--- src/rtl/data_cache.sv ---
// rtl/data_cache.sv - direct-mapped, write-through, no-write-allocate data cache
// Load misses fill a whole 4-word line from dataMemory; stores always go straight through.
`ifndef WORD_SIZE
`define WORD_SIZE 32
`endif
`ifndef CACHE_LINE_SIZE
`define CACHE_LINE_SIZE 128
`endif

module data_cache #(
    parameter int NUM_LINES = 4
) (
    input  logic                        clk,
    input  logic                        rst,
    input  logic                        rd_en,
    input  logic                        wr_en,
    input  logic                        ByteAddress,
    input  logic [`WORD_SIZE-1:0]       addr,
    input  logic [`WORD_SIZE-1:0]       wdata,
    output logic [`WORD_SIZE-1:0]       rdata,
    output logic                        stall,
    output logic                        mem_read,
    input  logic                        mem_ready,
    input  logic [`CACHE_LINE_SIZE-1:0] mem_line,
    output logic                        mem_we,
    output logic                        mem_byte,
    output logic [`WORD_SIZE-1:0]       mem_addr,
    output logic [`WORD_SIZE-1:0]       mem_wdata,
    output logic [15:0]                 miss_count
);

    localparam int IDX_W = $clog2(NUM_LINES);
    localparam int TAG_W = 28 - IDX_W;

    typedef enum logic [1:0] {IDLE, MISS, DONE} state_t;

    state_t               r_state;
    state_t               w_next;
    logic [NUM_LINES-1:0] r_valid;
    logic [TAG_W-1:0]     r_tag  [NUM_LINES];
    logic [31:0]          r_data [NUM_LINES][4];
    logic [27:0]          r_miss_line;
    logic [15:0]          r_miss_count;

    logic [IDX_W-1:0] w_index;
    logic [TAG_W-1:0] w_tag;
    logic [1:0]       w_off;
    logic [IDX_W-1:0] w_miss_index;
    logic [TAG_W-1:0] w_miss_tag;
    logic             w_hit;
    logic             w_load;
    logic             w_load_miss;
    logic             w_store_hit;
    logic             w_fill;
    logic [31:0]      w_word;
    logic             w_unused_addr;

    assign w_index       = addr[4 +: IDX_W];
    assign w_tag         = addr[31 -: TAG_W];
    assign w_off         = addr[3:2];
    assign w_miss_index  = r_miss_line[0 +: IDX_W];
    assign w_miss_tag    = r_miss_line[27 -: TAG_W];
    assign w_unused_addr = &{1'b0, addr[1:0]};

    assign w_hit       = r_valid[w_index] && (r_tag[w_index] == w_tag);
    // a simultaneous load+store request is treated purely as a store
    assign w_load      = rd_en && !wr_en;
    assign w_load_miss = (r_state == IDLE) && w_load && !w_hit;
    assign w_store_hit = (r_state == IDLE) && wr_en && w_hit;
    assign w_fill      = (r_state == MISS) && mem_ready;

    assign w_word     = r_data[w_index][w_off];
    assign rdata      = ByteAddress ? {{24{w_word[31]}}, w_word[31:24]} : w_word;
    assign miss_count = r_miss_count;

    always_comb begin
        w_next    = r_state;
        stall     = 1'b0;
        mem_read  = 1'b0;
        mem_we    = 1'b0;
        mem_byte  = 1'b0;
        mem_addr  = addr;
        mem_wdata = wdata;
        case (r_state)
            IDLE: begin
                mem_we   = wr_en;
                mem_byte = ByteAddress;
                if (w_load && !w_hit) begin
                    stall  = 1'b1;
                    w_next = MISS;
                end
            end
            MISS: begin
                mem_read = 1'b1;
                stall    = 1'b1;
                mem_addr = {r_miss_line, 4'b0000};
                if (mem_ready) begin
                    w_next = DONE;
                end
            end
            DONE: begin
                // Read must drop for a cycle before memory accepts another request
                stall    = 1'b1;
                mem_addr = {r_miss_line, 4'b0000};
                w_next   = IDLE;
            end
            default: w_next = IDLE;
        endcase
    end

    always_ff @(posedge clk) begin
        if (rst) begin
            r_state      <= IDLE;
            r_valid      <= '0;
            r_miss_count <= 16'd0;
        end else begin
            r_state <= w_next;
            if (w_load_miss && (r_miss_count != 16'hFFFF)) begin
                r_miss_count <= r_miss_count + 16'd1;
            end
            if (w_fill) begin
                r_valid[w_miss_index] <= 1'b1;
            end
        end
    end

    always_ff @(posedge clk) begin
        if (!rst) begin
            if (w_load_miss) begin
                r_miss_line <= addr[31:4];
            end
            if (w_fill) begin
                r_tag[w_miss_index] <= w_miss_tag;
                for (int w = 0; w < 4; w++) begin
                    r_data[w_miss_index][w] <= mem_line[w*32 +: 32];
                end
            end
            if (w_store_hit) begin
                if (ByteAddress) begin
                    r_data[w_index][w_off][31:24] <= wdata[7:0];
                end else begin
                    r_data[w_index][w_off] <= wdata;
                end
            end
        end
    end

endmodule
--- config.mk ---
export PLATFORM = sky130hd
export DESIGN_NAME = data_cache
export DESIGN_NICKNAME = d
export VERILOG_FILES = /design/src/rtl/data_cache.sv
export SDC_FILE = /design/constraint.sdc
export NUM_CORES = 1
export LEC_CHECK = 0
export BUFFER_PORTS_ARGS = -buffer_cell sky130_fd_sc_hd__buf_4
export CORE_MARGIN = 3
export CORE_UTILIZATION = 60
export DETAILED_ROUTE_END_ITERATION = 10
export GPL_ROUTABILITY_DRIVEN = 0
export MAX_ROUTING_LAYER = met4
export PLACE_DENSITY_LB_ADDON = 0.2
export SYNTH_ARGS = -nofsm -noshare
export SYNTH_HDL_FRONTEND = slang
export SYNTH_SLANG_ARGS = --single-unit
--- constraint.sdc ---
create_clock -name clk -period 13.88 [get_ports clk]
set_input_delay 0 -clock clk [delete_from_list [all_inputs] [get_ports clk]]
set_output_delay 0 -clock clk [all_outputs]
set_load 0.02 [all_outputs]
==> results of run 1 <==
-- power by group --
group / internal, W / switching [W] / total, W
combinational: 0.000278 / 0.000331 / 0.000610
sequential: 0.00225 / 0.0000171 / 0.00227
clock: 0.00104 / 0.000726 / 0.00177
total: 0.00357 / 0.00107 / 0.00465
-- metal layers --
layer / track usage, % / part of all wire [%] / vias up
met4: 11.2 / 3.4 / 0
met5: - / 0 / -
met3: 6.49 / 11 / 170
met2: 49.3 / 49 / 1186
li1: - / - / 7265
met1: 41.6 / 37 / 8783
-- sequential cells by signal (all words and copies together), names as in the netlist --
name / flops
r_valid: 4
r_tag: 104
r_data: 512
r_miss_line: 28
miss_count: 16
r_state: 2
-- cell usage after synthesis (15+ instances only) --
library cell,count
nor2_1,15
buf_4,35
mux2_2,33
dfxtp_1,22
o21ai_0,62
clkbuf_1,50
and2_1,28
mux4_2,177
buf_2,25
a21o_1,100
mux2i_1,57
edfxtp_1,644
inv_1,38
nand2_1,59
o21a_1,33
-- cell families after synthesis --
kind of cell	share of synthesized area [%]
DFF	69.2
and+or+nand+nor	3.79
xor gates and xnor gates	0.582
AOI/OAI and AO/OA	6.00
adders and majority gates	0.219
buffers and inverters	2.90
muxes	17.3
-- worst max-delay path, delay by kind of cell --
| kind | cells | cell delay, ns |
|---|---|---|
| simple gates | 4 | 1.43 |
| mux | 1 | 0.30 |
| compound gates | 2 | 1.65 |
| xor+xnor | 1 | 0.16 |
| buf+inv | 4 | 2.64 |
-- path summary, 6_finish.rpt --
check	start	to	slack, ns
worst max-delay path	addr[4]	r_data[1][27]	7.73
worst min-delay path	wdata[22]	r_data[0][22]	0.02
worst max register to register	r_tag[1][2]	r_data[1][27]	8.94
worst min register to register	r_valid[2]	r_valid[2]	0.45
-- per-stage QoR --
step                      utilization [%]  instance area (um2)  cells
final                                75.6                35400   2702
after global routing                 75.6                35400   2700
after CTS                            75.5                35400   2698
after detailed placement             66.8                31300   2391
after global placement               66.8                31300   2391
after floorplan                         -                28600   1567
-- cell type report --
| cell class | instances | area (um2) |
|---|---|---|
| sequential | 666 | 19800 |
| fill | 2621 | 11400 |
| multi-input combinational | 739 | 8070 |
| timing repair buffer | 536 | 4520 |
| clock buffer | 88 | 1880 |
| tap | 607 | 759 |
| clock inverter | 24 | 243 |
| inverter | 38 | 143 |
| antenna | 4 | 10.0 |
==> results.md, run 1 <==
- Total power: 0.00465 W
- Synth-to-Final Area Change: 23.8%
- Hold_ws: 0.0229 ns
- Area leader, netlist: edfxtp_1
- Root Buffer: clkbuf_16
- Die Y: 224 um
- Worst-Skew Late Latency: 0.60 ns
- Top_reg_cell synth: edfxtp_1
- Worst path slowest cell: o21ai_0
- First-pass GRT wire length: 112000 um
- Outcome: finished, final reports clean
- Power Density: 131 nW/um2
- Hold Fails Final Rpt: 0
- Grt total ovfl: 0
- Max Freq: 0.163 GHz
- Synthesized flop and latch total: 666
- Avg Cell Area, Syn: 18.2 um2
- Setup WS pre-CTS: 7.80 ns
- Leak: 12.8 nW
- Worst endpoint required time: 14.07 ns
- Layout cell share with drive strength beyond 1: 32.7%
- Vias/cell: 6.44
- Worst-margin pin slew: 1.41 ns
- Async set or reset register ratio after synthesis: 0%
- Unrepaired setup endpoints after global routing: no
- Detailed Routing Iterations Pass 1: 5
- Initial antenna violation count: 2
- Clock Path Buffers: 3
- TritonCTS clock tree: yes
- Synthesized instance count: 1567
- Crit end category: flop
- FF-to-FF path depth: 9
- Ports: 314
- DRC Markers: 0
- Drt total wl: 75800 um
- Resized Gates After CTS: 0
- Final setup vio count: 0
- Post-synth EDFFs: 644
- Vias in the first global route: 17754
- Hold crit path type: in2reg
- Syn nets: 1770
- Fin worst setup slack: 7.73 ns
- Clock transition at path regs: 0.06 ns
- Critical path class: in2reg
- Worst-path cell chain: dlygate4sd3_1 > buf_8 > buf_4 > mux2i_1 > xor2_1 > nand2_1 > o32a_1 > nor4_1 > and4_4 > buf_4 > nand3_1 > o21ai_0
- CTS Hold Bufs: 195
- Core footprint: 46900 um2
- Commonest non-fill, non-tap cells in the layout: edfxtp_1 (644), buf_4 (339), dlygate4sd3_1 (195)
- Postcts setup bufs: 0
- Crit path max fanout: 80
- Max_cap viols: 0
- Via Count: 17404
- Port bufs: 313
- TritonCTS sink count: 666
- Critical Path AT: 6.34 ns
- Yosys cell types: 66
- Startpoint types: input port
- Max rail drop VDD: 0.0000818 V
- Critical Path Max Stage Delay: 1.26 ns
- Final HPWL DP: 44800 um
- Slew HR: 5.16%
- Die footprint: 50300 um2
- Slew Limit Fails: 0
- Worst hold path depth: 3
- CTS Buf Count: 66
- Layout Nets: 2250
- Tot GR Track Use: 31.3%
- YS warnings: 0
- Antenna Nets Post-Route: 0
- Synth area leaders: edfxtp_1 (68%), mux4_2 (14%), a21o_1 (2.6%), mux2i_1 (2.0%), dfxtp_1 (1.5%)
- Synth top area share: 67.6%
- Core Rows: 79
- Initial DRC Count: 1901
- Most used cell, CP: buf_4
- Most common cell after layout, fill and taps aside: edfxtp_1
- Starting Density: 61.0%
- Htree depth: 3
- Largest net degree at the start of global routing: 99
- Wire length per cell: 28.0 um
- Tcrit/Tclk final: 44.3%
- Setup Skew: 0.0305 ns
- Mapped Area: 28600 um2
- Final min period: 6.15 ns
- Sequential area share after synthesis: 69.2%
- Die W: 224 um
- Setup tns final: 0 ns
No activity file was read; power rests on OpenSTA's default activity.
==> run 2: changes to the inputs <==
--- a/config.mk
+++ b/config.mk
@@ -7,7 +7,7 @@
 export LEC_CHECK = 0
 export BUFFER_PORTS_ARGS = -buffer_cell sky130_fd_sc_hd__buf_4
 export CORE_MARGIN = 3
-export CORE_UTILIZATION = 60
+export CORE_UTILIZATION = 59
 export DETAILED_ROUTE_END_ITERATION = 10
 export GPL_ROUTABILITY_DRIVEN = 0
 export MAX_ROUTING_LAYER = met4
==> constraint.sdc (replaced) <==
create_clock -name clk -period 5.9 [get_ports clk]
set_input_delay 0 -clock clk [delete_from_list [all_inputs] [get_ports clk]]
set_output_delay 0 -clock clk [all_outputs]
set_load 0.02 [all_outputs]
==> run 2 against run 1 <==
Against the previous run:
- sequential cell count unchanged
- clock skew increased by 0.0036 ns
- highest routed layer unchanged
- first-iteration DRC count increased by 6.6%
- sequential share of layout area decreased by 0.23 points
- total power increased by 130%
- largest cell class unchanged
==> results.md, run 2 (synthesized netlist as in run 1, its figures left out) <==
- Antenna Nets Post-Route: 0
- FF-to-FF path depth: 10
- Synth-to-Final Area Change: 24.4%
- Slew HR: 26.7%
- Final HPWL DP: 44500 um
- Largest Register: r_data
- Resized Gates After CTS: 0
- Commonest non-fill, non-tap cells in the layout: edfxtp_1 (644), buf_4 (351), dlygate4sd3_1 (199)
- Layout Nets: 2270
- Most common cell after layout, fill and taps aside: edfxtp_1
- Worst hold path depth: 1
- Worst R2R Start: r_tag[3][15]
- Final min period: 4.19 ns
- Clock transition at path regs: 0.06 ns
- Combinational fraction of design power: 13.2%
- TritonCTS clock tree: yes
- Wire length per cell: 27.9 um
- Final setup vio count: 0
- First-pass GRT wire length: 112000 um
- Clock Path Buffers: 3
- Core footprint: 47800 um2
- Switch share: 23.5%
- Leading registers by flop count: r_data: 512 flops, r_tag: 104 flops, r_miss_line: 28 flops
- Max Freq: 0.238 GHz
- Setup WS pre-CTS: 1.69 ns
- DRC Markers: 0
- Die Y: 226 um
- Initial antenna violation count: 1
- Worst Hold Launch: addr[5]
- Power Density: 304 nW/um2
- Critical Path AT: 4.60 ns
- Initial DRC Count: 2027
- Setup tns final: 0 ns
- Vias in the first global route: 17694
- Critical path class: in2reg
- Total power: 0.0108 W
- Worst-margin pin slew: 1.10 ns
- Crit path max fanout: 100
- Max_cap viols: 0
- Unrepaired setup endpoints after global routing: no
- Hold Fails Final Rpt: 0
- Detailed Routing Iterations Pass 1: 5
- Htree depth: 3
- Placed cell area: 31500 um2
- Leak: 12.9 nW
- FF+latch area: 19800 um2
- Vias/cell: 6.36
- Int Power: 0.00826 W
- Grt total ovfl: 0
- Postcts setup bufs: 0
- Ports: 314
- Root Buffer: clkbuf_16
- Clock share of power: 37.4%
- Port bufs: 313
- Tcrit/Tclk final: 71.1%
- Die footprint: 51100 um2
- Outcome: finished, final reports clean
- Largest net degree at the start of global routing: 101
- Crit end category: flop
- Max rail drop VDD: 0.000235 V
- CTS Hold Bufs: 199
- Hold_ws: 0.0131 ns
- TritonCTS sink count: 666
- Tot GR Track Use: 31.0%
- # fillers: 2749
- Footprint of the multi-input gates: 8060 um2
- Setup Skew: 0.0341 ns
- Starting Density: 59.8%
- Sw power: 0.00254 W
- Max reg flops: 512
- Worst endpoint required time: 6.31 ns
- Hold crit path type: in2reg
- Sequential power share: 49.4%
- Fin worst setup slack: 1.71 ns
- Die W: 226 um
- Final Instance Area: 35600 um2
- Crit path from: addr[5]
- Drt total wl: 76200 um
- Layout cell share with drive strength beyond 1: 33.2%
- Core Rows: 80
- Worst-Skew Late Latency: 0.60 ns
- Startpoint types: input port
- Slew Limit Fails: 0
- Via Count: 17373
- CTS Buf Count: 66
## run 2: cell count changes in the layout (fill, tap and decap cells not counted), moves of 3 or more
cell	delta
buf_12	+4
buf_4	+12
clkbuf_16	-3
clkbuf_8	-3
clkinv_2	+4
clkinv_8	+3
diode_2	-3
dlygate4sd3_1	+4
## run 2: area by class of cell
class                   instances  area share [%]
diodes                          1         0.00704
clock buffers                  82            4.96
clock inverters                33           0.848
inverters                      38           0.401
multi-input cells             739            22.7
flip-flops and latches        666            55.6
well taps                     615            2.16
repair buffers                556            13.3
## run 2: path summary, 6_finish.rpt
| kind | slack [ns] | to |
|---|---|---|
| worst max register to register | 1.83 | r_data[2][104] |
| worst max-delay path | 1.71 | r_data[2][104] |
| worst min-delay path | 0.01 | r_miss_line[1] |
| worst min register to register | 0.47 | r_valid[3] |
## run 2: worst max-delay path: stages
cell	delay (ns)
buf_6	0.62
inv_1	0.50
nand3_1	0.22
nor4bb_1	0.32
o211ai_1	0.17
nor4_1	0.39
and4_4	0.32
buf_4	0.76
and2_1	0.33
a21o_1	0.11
dlygate4sd3_1	0.65
## run 2: routing by layer
| metal | routed length (um) | GRT usage, % | vias to the layer above | share of wire [%] |
|---|---|---|---|---|
| met4 | 2630 | 11.1 | 0 | 3.4 |
| met5 | 0 | - | - | 0 |
| met1 | 28200 | 40.3 | 8849 | 37 |
| met2 | 38600 | 50.3 | 1032 | 51 |
| li1 | - | - | 7302 | - |
| met3 | 6820 | 5.29 | 190 | 8.9 |
## run 2: stage by stage
stage                     instances  util, %
final                          2730     74.3
after global routing           2730     74.3
after CTS                      2729     74.3
after detailed placement       2415     65.8
after global placement         2415     65.8
after floorplan                1567        -
## run 2: power by group through the flow
| stage | Sequential, W | Combinational [W] | Clock [W] |
|---|---|---|---|
| after floorplan | 0.00542 | 0.000783 | 0 |
| after global placement | 0.00542 | 0.00130 | 0 |
| after detailed placement | 0.00543 | 0.00131 | 0 |
| after CTS | 0.00533 | 0.00142 | 0.00408 |
| after global routing | 0.00534 | 0.00151 | 0.00427 |
| final | 0.00533 | 0.00143 | 0.00404 |
